## config.mk

```make
export PLATFORM = sky130hd
export DESIGN_NAME = c1_pool_scheduler
export DESIGN_NICKNAME = d
export VERILOG_FILES = /design/src/rtl/c1_pool_scheduler.sv
export SDC_FILE = /design/constraint.sdc
export NUM_CORES = 1
export LEC_CHECK = 0
export CAP_MARGIN = 10
export CORE_UTILIZATION = 50
export DETAILED_ROUTE_END_ITERATION = 7
export GPL_TIMING_DRIVEN = 0
export PLACE_DENSITY = 0.86
export SYNTH_ARGS = -nofsm -noshare
export SYNTH_HDL_FRONTEND = slang
export SYNTH_SLANG_ARGS = --single-unit
```

## constraint.sdc

```tcl
create_clock -name clk -period 7.3 [get_ports clk]
set_clock_uncertainty 0.2 [all_clocks]
set_input_delay 1.46 -clock clk [delete_from_list [all_inputs] [get_ports clk]]
set_output_delay 1.46 -clock clk [all_outputs]
set_load 0.01 [all_outputs]
```

## src/rtl/c1_pool_scheduler.sv

```systemverilog
// rtl/c1_pool_scheduler.sv - C1 conv/pool frame sequencer: credit-gated row requests, pooled-beat counting, S2 write addressing
// Optional feature macro: C1_SCHED_PERF_EN (frame busy-cycle counter on perf_cycles; tied to 0 when undefined).
module c1_pool_scheduler #(
   parameter int CONV_WIDTH  = 28,
   parameter int CONV_HEIGHT = 28,
   parameter int POOL_WIDTH  = 14,
   parameter int POOL_HEIGHT = 14,
   parameter int ADDR_W      = 8
) (
   input  logic              clk,
   input  logic              rst_n,
   input  logic              frame_start,
   output logic              busy,
   output logic              frame_done,
   output logic              row_req,
   output logic [4:0]        row_idx,
   input  logic              conv_valid,
   input  logic              mp_valid,
   input  logic [47:0]       mp_data,
   output logic              s2_we,
   output logic [ADDR_W-1:0] s2_addr,
   output logic [47:0]       s2_wdata,
   output logic              err,
   output logic [15:0]       perf_cycles
);

   localparam int POOL_TOTAL = POOL_WIDTH * POOL_HEIGHT;
   localparam int BEAT_W     = $clog2(CONV_WIDTH);
   localparam int PCOL_W     = $clog2(POOL_WIDTH);
   localparam int PROW_W     = $clog2(POOL_HEIGHT + 1);
   localparam int PCNT_W     = $clog2(POOL_TOTAL + 1);
   // Four row slots: the pooling unit holds two 2-row ping-pong buffers.
   localparam logic [2:0] CREDIT_MAX = 3'd4;

   typedef enum logic [2:0] {
      S_IDLE  = 3'd0,
      S_ISSUE = 3'd1,
      S_RECV  = 3'd2,
      S_DRAIN = 3'd3,
      S_DONE  = 3'd4
   } state_t;

   state_t              state_q, state_d;
   logic [2:0]          credit_q, credit_d;
   logic [4:0]          rows_issued_q, rows_issued_d;
   logic [BEAT_W-1:0]   beat_cnt_q, beat_cnt_d;
   logic [PCOL_W-1:0]   pool_col_q, pool_col_d;
   logic [PROW_W-1:0]   pool_row_q, pool_row_d;
   logic [PCNT_W-1:0]   pooled_cnt_q, pooled_cnt_d;
   logic                err_q, err_d;
   logic                s2_we_q, s2_we_d;
   logic [ADDR_W-1:0]   s2_addr_q, s2_addr_d;
   logic [47:0]         s2_wdata_q, s2_wdata_d;

   logic                start;
   logic                take;
   logic                mp_ok;
   logic                pool_row_done;
   logic                proto_err;
   logic                credit_ovf;
   logic [3:0]          credit_sum;

   // Next state, credit accounting, pooled counters and S2 write strobe.
   always_comb begin
      state_d       = state_q;
      credit_d      = credit_q;
      rows_issued_d = rows_issued_q;
      beat_cnt_d    = beat_cnt_q;
      pool_col_d    = pool_col_q;
      pool_row_d    = pool_row_q;
      pooled_cnt_d  = pooled_cnt_q;
      err_d         = err_q;
      s2_we_d       = 1'b0;
      s2_addr_d     = s2_addr_q;
      s2_wdata_d    = s2_wdata_q;

      start         = (state_q == S_IDLE) && frame_start;
      take          = (state_q == S_ISSUE) && (credit_q != 3'd0);
      mp_ok         = mp_valid && (state_q != S_IDLE) &&
                      (pooled_cnt_q != PCNT_W'(POOL_TOTAL));
      pool_row_done = mp_ok && (pool_col_q == PCOL_W'(POOL_WIDTH - 1));
      proto_err     = (mp_valid && !mp_ok) || (conv_valid && (state_q != S_RECV));

      // Return and request in the same cycle net out; an over-return is a protocol error.
      credit_sum    = {1'b0, credit_q} + (pool_row_done ? 4'd2 : 4'd0) - (take ? 4'd1 : 4'd0);
      credit_ovf    = credit_sum > {1'b0, CREDIT_MAX};
      credit_d      = credit_ovf ? CREDIT_MAX : credit_sum[2:0];

      if (mp_ok) begin
         s2_we_d      = 1'b1;
         s2_addr_d    = ADDR_W'(pool_row_q) * ADDR_W'(POOL_WIDTH) + ADDR_W'(pool_col_q);
         s2_wdata_d   = mp_data;
         pooled_cnt_d = pooled_cnt_q + PCNT_W'(1);
         if (pool_row_done) begin
            pool_col_d = '0;
            pool_row_d = pool_row_q + PROW_W'(1);
         end else begin
            pool_col_d = pool_col_q + PCOL_W'(1);
         end
      end

      case (state_q)
         S_IDLE: begin
            if (frame_start) begin
               state_d       = S_ISSUE;
               credit_d      = CREDIT_MAX;
               rows_issued_d = '0;
               beat_cnt_d    = '0;
               pool_col_d    = '0;
               pool_row_d    = '0;
               pooled_cnt_d  = '0;
            end
         end
         S_ISSUE: begin
            if (take) begin
               rows_issued_d = rows_issued_q + 5'd1;
               state_d       = S_RECV;
            end
         end
         S_RECV: begin
            if (conv_valid) begin
               if (beat_cnt_q == BEAT_W'(CONV_WIDTH - 1)) begin
                  beat_cnt_d = '0;
                  state_d    = (rows_issued_q == 5'(CONV_HEIGHT)) ? S_DRAIN : S_ISSUE;
               end else begin
                  beat_cnt_d = beat_cnt_q + BEAT_W'(1);
               end
            end
         end
         S_DRAIN: begin
            if (pooled_cnt_q == PCNT_W'(POOL_TOTAL)) begin
               state_d = S_DONE;
            end
         end
         S_DONE: begin
            state_d = S_IDLE;
         end
         default: begin
            state_d = S_IDLE;
         end
      endcase

      // A new frame clears the sticky error, but a fault in that same cycle still lands.
      err_d = (start ? 1'b0 : err_q) | proto_err | credit_ovf;
   end

   // State and datapath registers with synchronous active-low reset.
   always_ff @(posedge clk) begin
      if (!rst_n) begin
         state_q       <= S_IDLE;
         credit_q      <= CREDIT_MAX;
         rows_issued_q <= '0;
         beat_cnt_q    <= '0;
         pool_col_q    <= '0;
         pool_row_q    <= '0;
         pooled_cnt_q  <= '0;
         err_q         <= 1'b0;
         s2_we_q       <= 1'b0;
         s2_addr_q     <= '0;
         s2_wdata_q    <= '0;
      end else begin
         state_q       <= state_d;
         credit_q      <= credit_d;
         rows_issued_q <= rows_issued_d;
         beat_cnt_q    <= beat_cnt_d;
         pool_col_q    <= pool_col_d;
         pool_row_q    <= pool_row_d;
         pooled_cnt_q  <= pooled_cnt_d;
         err_q         <= err_d;
         s2_we_q       <= s2_we_d;
         s2_addr_q     <= s2_addr_d;
         s2_wdata_q    <= s2_wdata_d;
      end
   end

   assign busy       = (state_q != S_IDLE);
   assign frame_done = (state_q == S_DONE);
   assign row_req    = take;
   assign row_idx    = rows_issued_q;
   assign s2_we      = s2_we_q;
   assign s2_addr    = s2_addr_q;
   assign s2_wdata   = s2_wdata_q;
   assign err        = err_q;

`ifdef C1_SCHED_PERF_EN
   logic [15:0] perf_q, perf_d;

   // Busy-cycle counter: cleared by an accepted start, saturating, frozen while idle.
   always_comb begin
      perf_d = perf_q;
      if (start) begin
         perf_d = 16'd0;
      end else if (busy && (perf_q != 16'hFFFF)) begin
         perf_d = perf_q + 16'd1;
      end
   end

   // Perf counter register.
   always_ff @(posedge clk) begin
      if (!rst_n) begin
         perf_q <= 16'd0;
      end else begin
         perf_q <= perf_d;
      end
   end

   assign perf_cycles = perf_q;
`else
   assign perf_cycles = 16'd0;
`endif

endmodule

```

Yosys cells after proc, flatten, opt, wreduce, memory -nomap -nowiden
Index checks and enable logic that the tools add are counted.
{"block": "word_totals", "regBits": 90, "latch_bits": 0, "ramBits": 0, "rom_bits": 0, "output_inout_bits": 82, "word_cells": 86, "memories": 0}
{"block": "op_classes", "n_addsub": 8, "multipliers": 1, "div": 0, "n_lt_le_gt_ge": 1, "n_eq_ne": 15, "shifts": 0, "n_mux": 31, "bitwise": 2, "n_reduce_logical": 17}
{"op": "2-to-1 mux 4 bit", "n": 8}
{"op": "2-to-1 mux 3 bit", "n": 8}
{"op": "2-to-1 mux 8 bit", "n": 3}
{"op": "2-to-1 mux 5 bit", "n": 4}
{"op": "case mux 5 bit (2 select lines)", "n": 2}
{"op": "case mux 3 bit (4 select lines)", "n": 1}
{"op": "adder 5 x 1 -> 5 bit (second input constant)", "n": 2}
{"op": "== test 5 bit (second input constant)", "n": 2}
{"op": "inequality test 2 bit (second input constant)", "n": 5}
{"op": "adder 4 x 1 -> 4 bit (second input constant)", "n": 2}
{"op": "adder 8 x 1 -> 8 bit (second input constant)", "n": 1}
{"op": "adder 8 x 4 -> 8 bit", "n": 1}
{"op": "== test 8 bit (second input constant)", "n": 1}
{"op": "inequality test 8 bit (second input constant)", "n": 1}
{"op": "logical AND 1 bit", "n": 7}
{"op": "multiplier 4 x 3 -> 7 bit (second input constant)", "n": 1}
{"op": "== test 3 x 2 -> 1 bit (second input constant)", "n": 2}
{"op": "AND reduction 3 bit", "n": 2}
{"op": "nonzero test 3 bit", "n": 2}
{"op": "AND reduction 5 bit", "n": 1}
{"op": "adder 3 x 2 -> 4 bit", "n": 1}
{"op": "== test 4 bit (second input constant)", "n": 1}
{"op": "greater-than comparator 4 x 3 -> 1 bit (second input constant)", "n": 1}
{"op": "2-to-1 mux 2 bit", "n": 2}
{"op": "10 further kinds", "n": 14}

Longest topological paths before layout
{"block": "logic_depth", "ltp_word": 11, "ltp_mapped": 15, "ltp_nobuf": 15}

Worst setup path before layout
No wires, ideal clock.
{"block": "synth_timing", "kind": "input-to-reg", "start": "input mp_valid", "end": "register err_q, in the netlist err", "setup_ns": 0.123, "arrival_time_ns": 3.365, "slack_ns": 3.612, "cell_stages": 13, "path_cell_list": "o31ai_2 -> a21oi_2 -> and2_1 -> inv_1 -> ha_1 -> inv_1 -> ha_1 -> inv_1 -> fa_1 -> a21o_1 -> o211ai_1 -> a221oi_1 -> nor2b_1"}
{"block": "synth_via", "elab_chain_cells": 8, "elab_cells_between_ends": 12, "classes_between": "add/sub (2); order compare (1); mux (1); bitwise (2); reduce/logical (6)"}
{"element": "from (decl)", "line": "18", "text": "input logic mp_valid,"}
{"element": "logical AND 1 bit (2 in a row)", "line": "79", "text": "mp_ok = mp_valid && (state_q != S_IDLE) &&"}
{"element": "logical AND 1 bit", "line": "81", "text": "pool_row_done = mp_ok && (pool_col_q == PCOL_W'(POOL_WIDTH - 1));"}
{"element": "2-to-1 mux 2 bit", "line": "85", "text": "credit_sum = {1'b0, credit_q} + (pool_row_done ? 4'd2 : 4'd0) - (take ? 4'd1 : 4'd0);"}
{"element": "adder 3 x 2 -> 4 bit", "line": "85"}
{"element": "subtractor 4 x 1 -> 4 bit", "line": "85"}
{"element": "greater-than comparator 4 x 3 -> 1 bit", "line": "86", "text": "credit_ovf = credit_sum > {1'b0, CREDIT_MAX};"}
{"element": "bitwise OR 1 bit (*)", "line": "144", "text": "err_d = (start ? 1'b0 : err_q) | proto_err | credit_ovf;"}
{"element": "to (signal assigned)", "line": "169", "text": "err_q <= err_d;"}
{"element": "to (decl)", "line": "50", "text": "logic err_q, err_d;"}
Mark *: on every way between the ends. The rest lies on a longest branch, timed or not.
A chain may end at the register's enable or synchronous reset.

Final worst setup path
Same ends and word-level chain as after synthesis.

==> flow_summary.yaml <==
place:
  post-dp-hpwl_microns: 7590
  portBuffers: 118
  preCtsSetupSlack_ns: 2.69
  place_congestion: 0.813
  dp.cells: 724
  placed_area_sq_mm: 0.00562
setup_path:
  worstPathArrival_ns: 4.26
  crit_required_ns: 7.34
  path_class: "in -> reg"
  cp_max_fo: 6
  reg2reg_setup_slack_ns: 3.88
  critPathLaunchType: "input pin"
  end_kind: "flip-flop"
synthesis:
  postSynth.asyncResetShare: 0
  synth_common_cells: "nand2_1, dfxtp_1, a21boi_1, nor2_1, buf_4"
  synth_cell_type_count: 51
  synth-edff-count: 0
  ys_seq_elements: 90
  netlist_instances: 486
  synthMostInstantiatedCell: "nand2_1"
  ys_seq_area_frac: 0.424
  syn_area_sq_mm: 0.00425
  ys.warnings.count: 0
  ys.flop_type: "dfxtp_1"
  synth_area_per_cell_sq_um: 8.75
  synth_top_area_share: 0.424
  synth_area_leaders: "dfxtp_1, nand2_1, a21boi_1"
  yosysTopAreaCell: "dfxtp_1"
sta:
  slew_viol_final: 0
  clock.fmax_mhz: 237
  tns_ns: 0
  finalSetupViolCount: 0
  setup_slack_ns: 3.08
  final-hold-violation-count: 0
  fin_crit_sh: 0.578
  rsz0062_at_grt: "false"
  layout_min_cycle_time_ns: 4.22
  tightest_slew_ns: 0.590
  relSlewSlack: 0.604
clock_network:
  clock_path_buffers: 2
  clock-sinks: 90
  cts_root_buf: "clkbuf_8"
  cts_tree: "built"
  hold_buffers: 0
  path_clk_slew_ns: 0.09
  insertion_delay_ns: 0.35
  cts-resized-gates: 0
  cts_htree_levels: 3
  numCtsBuffers: 9
  postCtsSetupBuffers: 0
finish:
  stdcell_count: 740
  final_area_sq_mm: 0.00586
  num_antenna_cells: 0
  area_growth_pct: 37.9
  fillers: 665
  layout-drive-gt1-share: 0.0819
  postLayoutCoreUtil: 0.713
  fin_nets: 709
detailed_routing:
  wl_per_cell_microns: 13.7
  firstDrtPassIters: 4
  drc: 0
  top_layer_used: "met4"
  wl_met2_microns: 5110
  viasPerCell: 4.98
  wl_met3_microns: 526
  drt_iter0_drc: 148
  wl_met1_microns: 4410
  wl_microns: 10100
  antenna_left: 0
  vias: 3684
global_routing:
  antenna_found_initial: 0
  overflow: 0
  grt_pass1_wl_microns: 16300
  grt_usage: 0.234
  grt_pass1_vias: 3494
  grt_max_degree: 16
floorplanning:
  coreArea_sq_mm: 0.00822
  die_x_microns: 94.2
  io_pins: 135
  fp.dieArea_sq_mm: 0.00887
  rows: 33
  die_y_microns: 94.2
  initial_core_util: 0.517
run:
  drv_cap: 0
power_and_ir_drop:
  powerDensity_mw_per_mm2: 192
  peakVddDrop_mv: 0.138
  power_leakage_nw: 2.31
outcome:
  status: "finished clean"
hold_path:
  hold_class: "reg -> reg"
## placed cells by master (no fill, tap or decap), types with 7 or more instances in the layout
cell type          n
a21boi_1          52
a21oi_1           11
buf_4             23
clkbuf_1          12
clkbuf_8           9
clkdlybuf4s50_1  118
conb_1            16
dfxtp_1           90
ha_1              20
inv_1             17
nand2_1          121
nand3_1           10
nand4_1            9
nor2_1            30
xnor2_1            7
xor2_1            16
## critical path, cell delays in order
cell and delay [ns]:
clkdlybuf4s50_1 0.50, o31ai_2 0.11, a21oi_2 0.33, and2_1 0.24
inv_1 0.08, ha_1 0.27, inv_1 0.06, ha_1 0.16
inv_1 0.05, fa_1 0.38, xnor2_1 0.20, o211ai_1 0.13
a221oi_1 0.23, nor2b_1 0.07
## kinds of logic (layout without fill, tap and decap cells)
logic type,Yosys count,count (layout),synth area share
xor gates and xnor gates,23,23,0.0474
muxes,1,1,0.00236
buffers and inverters,59,193,0.0777
and+or+nand+nor,196,196,0.200
other,1,16,0.000882
DFF,90,90,0.424
adders and majority gates,26,26,0.0871
AOI/OAI and AO/OA,90,90,0.160
## power breakdown
part           internal [mW]  switching [mW]
clock network          0.229           0.179
logic                  0.102          0.0908
registers              0.512          0.0137
## final timing paths
path | start | end | cells after the start
max | mp_valid | err | 14
min reg2reg | s2_wdata[24] | s2_wdata[24] | 2
max reg2reg | pooled_cnt_q[0] | err | 15
min | s2_wdata[24] | s2_wdata[24] | 2
## stage by stage
stage,hold WS (ns),power (mW)
2_1_floorplan,0.262,0.637
3_3_place_gp,0.240,0.724
3_5_place_dp,0.244,0.729
4_1_cts,0.257,1.13
5_1_grt,0.279,1.17
6_report,0.253,1.13
## sequential cells by signal (all words and copies together), names as in the netlist, 3 cells and up
register and cells:
state_q 3, credit_q 3, pool_col_q 4, s2_addr 8
row_idx 5, beat_cnt_q 5, pooled_cnt_q 8, s2_wdata 48
pool_row_q 4
## metal layers
layer / track usage / vias up
li1: - / 1854
met1: 0.283 / 1726
met2: 0.420 / 94
met3: 0.0372 / 10
met4: 0.0731 / 0
met5: 0 / -
## final cells by class
class | instances | area (sq um) | area share
multi-input cells | 352 | 2170 | 0.371
repair buffers | 118 | 1180 | 0.202
well taps | 105 | 131 | 0.0224
plain buffers | 42 | 267 | 0.0455
clock inverters | 6 | 114 | 0.0194
flip-flops and latches | 90 | 1800 | 0.307
inverters | 17 | 63.8 | 0.0109
clock buffers | 10 | 128 | 0.0218
Power figures use the tool's default switching activity.
==> variant: new RTL, same flow settings <==
Re-encode `state_t` (5 states) as one-hot, 5 bits wide.
--- a/src/rtl/c1_pool_scheduler.sv
+++ b/src/rtl/c1_pool_scheduler.sv
@@ -32,12 +32,12 @@
    // Four row slots: the pooling unit holds two 2-row ping-pong buffers.
    localparam logic [2:0] CREDIT_MAX = 3'd4;
 
-   typedef enum logic [2:0] {
-      S_IDLE  = 3'd0,
-      S_ISSUE = 3'd1,
-      S_RECV  = 3'd2,
-      S_DRAIN = 3'd3,
-      S_DONE  = 3'd4
+   typedef enum logic [4:0] {
+      S_IDLE  = 5'b00001,
+      S_ISSUE = 5'b00010,
+      S_RECV  = 5'b00100,
+      S_DRAIN = 5'b01000,
+      S_DONE  = 5'b10000
    } state_t;
 
    state_t              state_q, state_d;
Behaviour: no difference found for any inputs over 10 cycles, from zero or initial values and one cycle with rst_n low; not proved beyond that.
==> variant against the original RTL <==
  * Sequential power increased by 3%
  * Worst setup slack got worse by 0.10 ns
  * Critical endpoint unchanged
  * Routed wire length increased by 5.9%
  * Sequential cell count increased by 2
  * Register-to-register slack got worse by 0.15 ns
  * Synthesized area decreased by 0.44%
  * Cell area decreased by 0.62%
  * Power increased by 0.77%
==> variant: results (changes against the original RTL) <==
Final layout
  • Fraction of area in multi-input gates: 36.2% (-0.89 points)
  • Final nets: 731 (+3.1%)
  • Buffer share of cell area: 24.5% (-0.23 points)
  • Clk cell area share: 4.02% (-0.10 points)
  • Fillers: 604 (-9.2%)
  • Number of non-clock inverters: 22 (+5)
  • # clk buffers: 11 (+1)
  • Fraction of layout cells with a size suffix above 1: 7.61% (-0.58 points)
  • Buffers excl. clock: 155 (-3.1%)

Critical path
  • CP peak stage delay: 0.54 ns (+0.04 ns)
  • CP Data Arrival Time: 4.35 ns (+0.09 ns)
  • CP max FO: 10 (+4)

Die
  • Die area: 8840 um^2 (-0.43%)

Yosys
  • Compound-Gate Fraction of Synth Area: 13.3% (-2.7 points)
  • Top cells by count, synth: nand2_1 (120), dfxtp_1 (92), a21oi_1 (72)
  • Post-synthesis xor/xnor area fraction: 2.90% (-1.8 points)
  • Sequential element share of the synthesized area: 43.5% (+1.1 points)
  • Area contributors post-synth: dfxtp_1 (44%), nand2_1 (11%), a21oi_1 (8.5%)
  • Distinct cells, synth: 45 (-12%)
  • Synth Area in Adders: 8.75% (+0.039 points)
  • Mux cell area share after synthesis: 0.237% (+0.0010 points)
  • Yosys Warn Count: 0 (unchanged)

Global route
  • Met3 usage: 5.10% (+1.4 points)
  • Met1 usage: 29.7% (+1.4 points)
  • GRT Overall Usage: 24.5% (+1.1 points)
  • GR met2 Demand/Resource: 42.7% (+0.73 points)
  • Number of global-route vias before repair: 3661 (+4.8%)

Power
  • Pwr Density: 195 nW/um^2 (+1.4%)
  • Comb pwr share: 17.6% (+0.5 points)
  • Lkg Pwr: 2.23 nW (-3.2%)
  • Max IR drop VDD: 0.111 mV (-19%)

Run status
  • Status: finished, final reports clean

Place
  • PortBufs: 117 (-0.85%)
  • Dpl ws: 2.66 ns (-0.0310 ns)
  • DPL Wire Length: 8070 um (+6.4%)
  • Gpl congestion: 0.850 (+4.6%)

STA
  • Worst slew pin tran: 0.831 ns (+0.240 ns)

Route
  • DR WL/cell: 14.1 um (+2.8%)
  • Starting DRC count in detailed routing: 167 (+13%)
  • Vias per std cell: 5.17 (+3.9%)

Clock network
  • Clock Tree Root: clkbuf_8
  • Clock Latency Late Sink: 0.36 ns
  • CTS sink cnt: 92 (+2.2%)
[variant: cell types whose count changed after synthesis, sizes merged, moves of 10 or more]
cell,unedited run,this run
a21boi,54,0
a21oi,12,72
o21ai,4,14
or3,1,11
xor2,16,3
[variant: path summary, 6_finish.rpt]
kind	slack, ns	to	start	depth (start not counted)
setup / recovery	2.98	err	mp_valid	13
hold / removal	0.26	s2_wdata[10]	s2_wdata[10]	2
setup reg to reg	3.73	err	pooled_cnt_q[1]	15
hold reg to reg	0.26	s2_wdata[10]	s2_wdata[10]	2
[variant: stage by stage]
stage,instances,utilization [%]
3_5_place_dp,746,68.0
5_1_grt,762,70.9
4_1_cts,762,70.9
3_3_place_gp,746,68.0
6_report,762,70.9
2_1_floorplan,524,-
[variant: routing by layer]
| layer | wire [um] | part of all wire [%] |
|---|---|---|
| met1 | 4450 | 41 |
| met2 | 5470 | 51 |
| met3 | 549 | 5.1 |
| met4 | 270 | 2.5 |
| met5 | 0 | 0 |
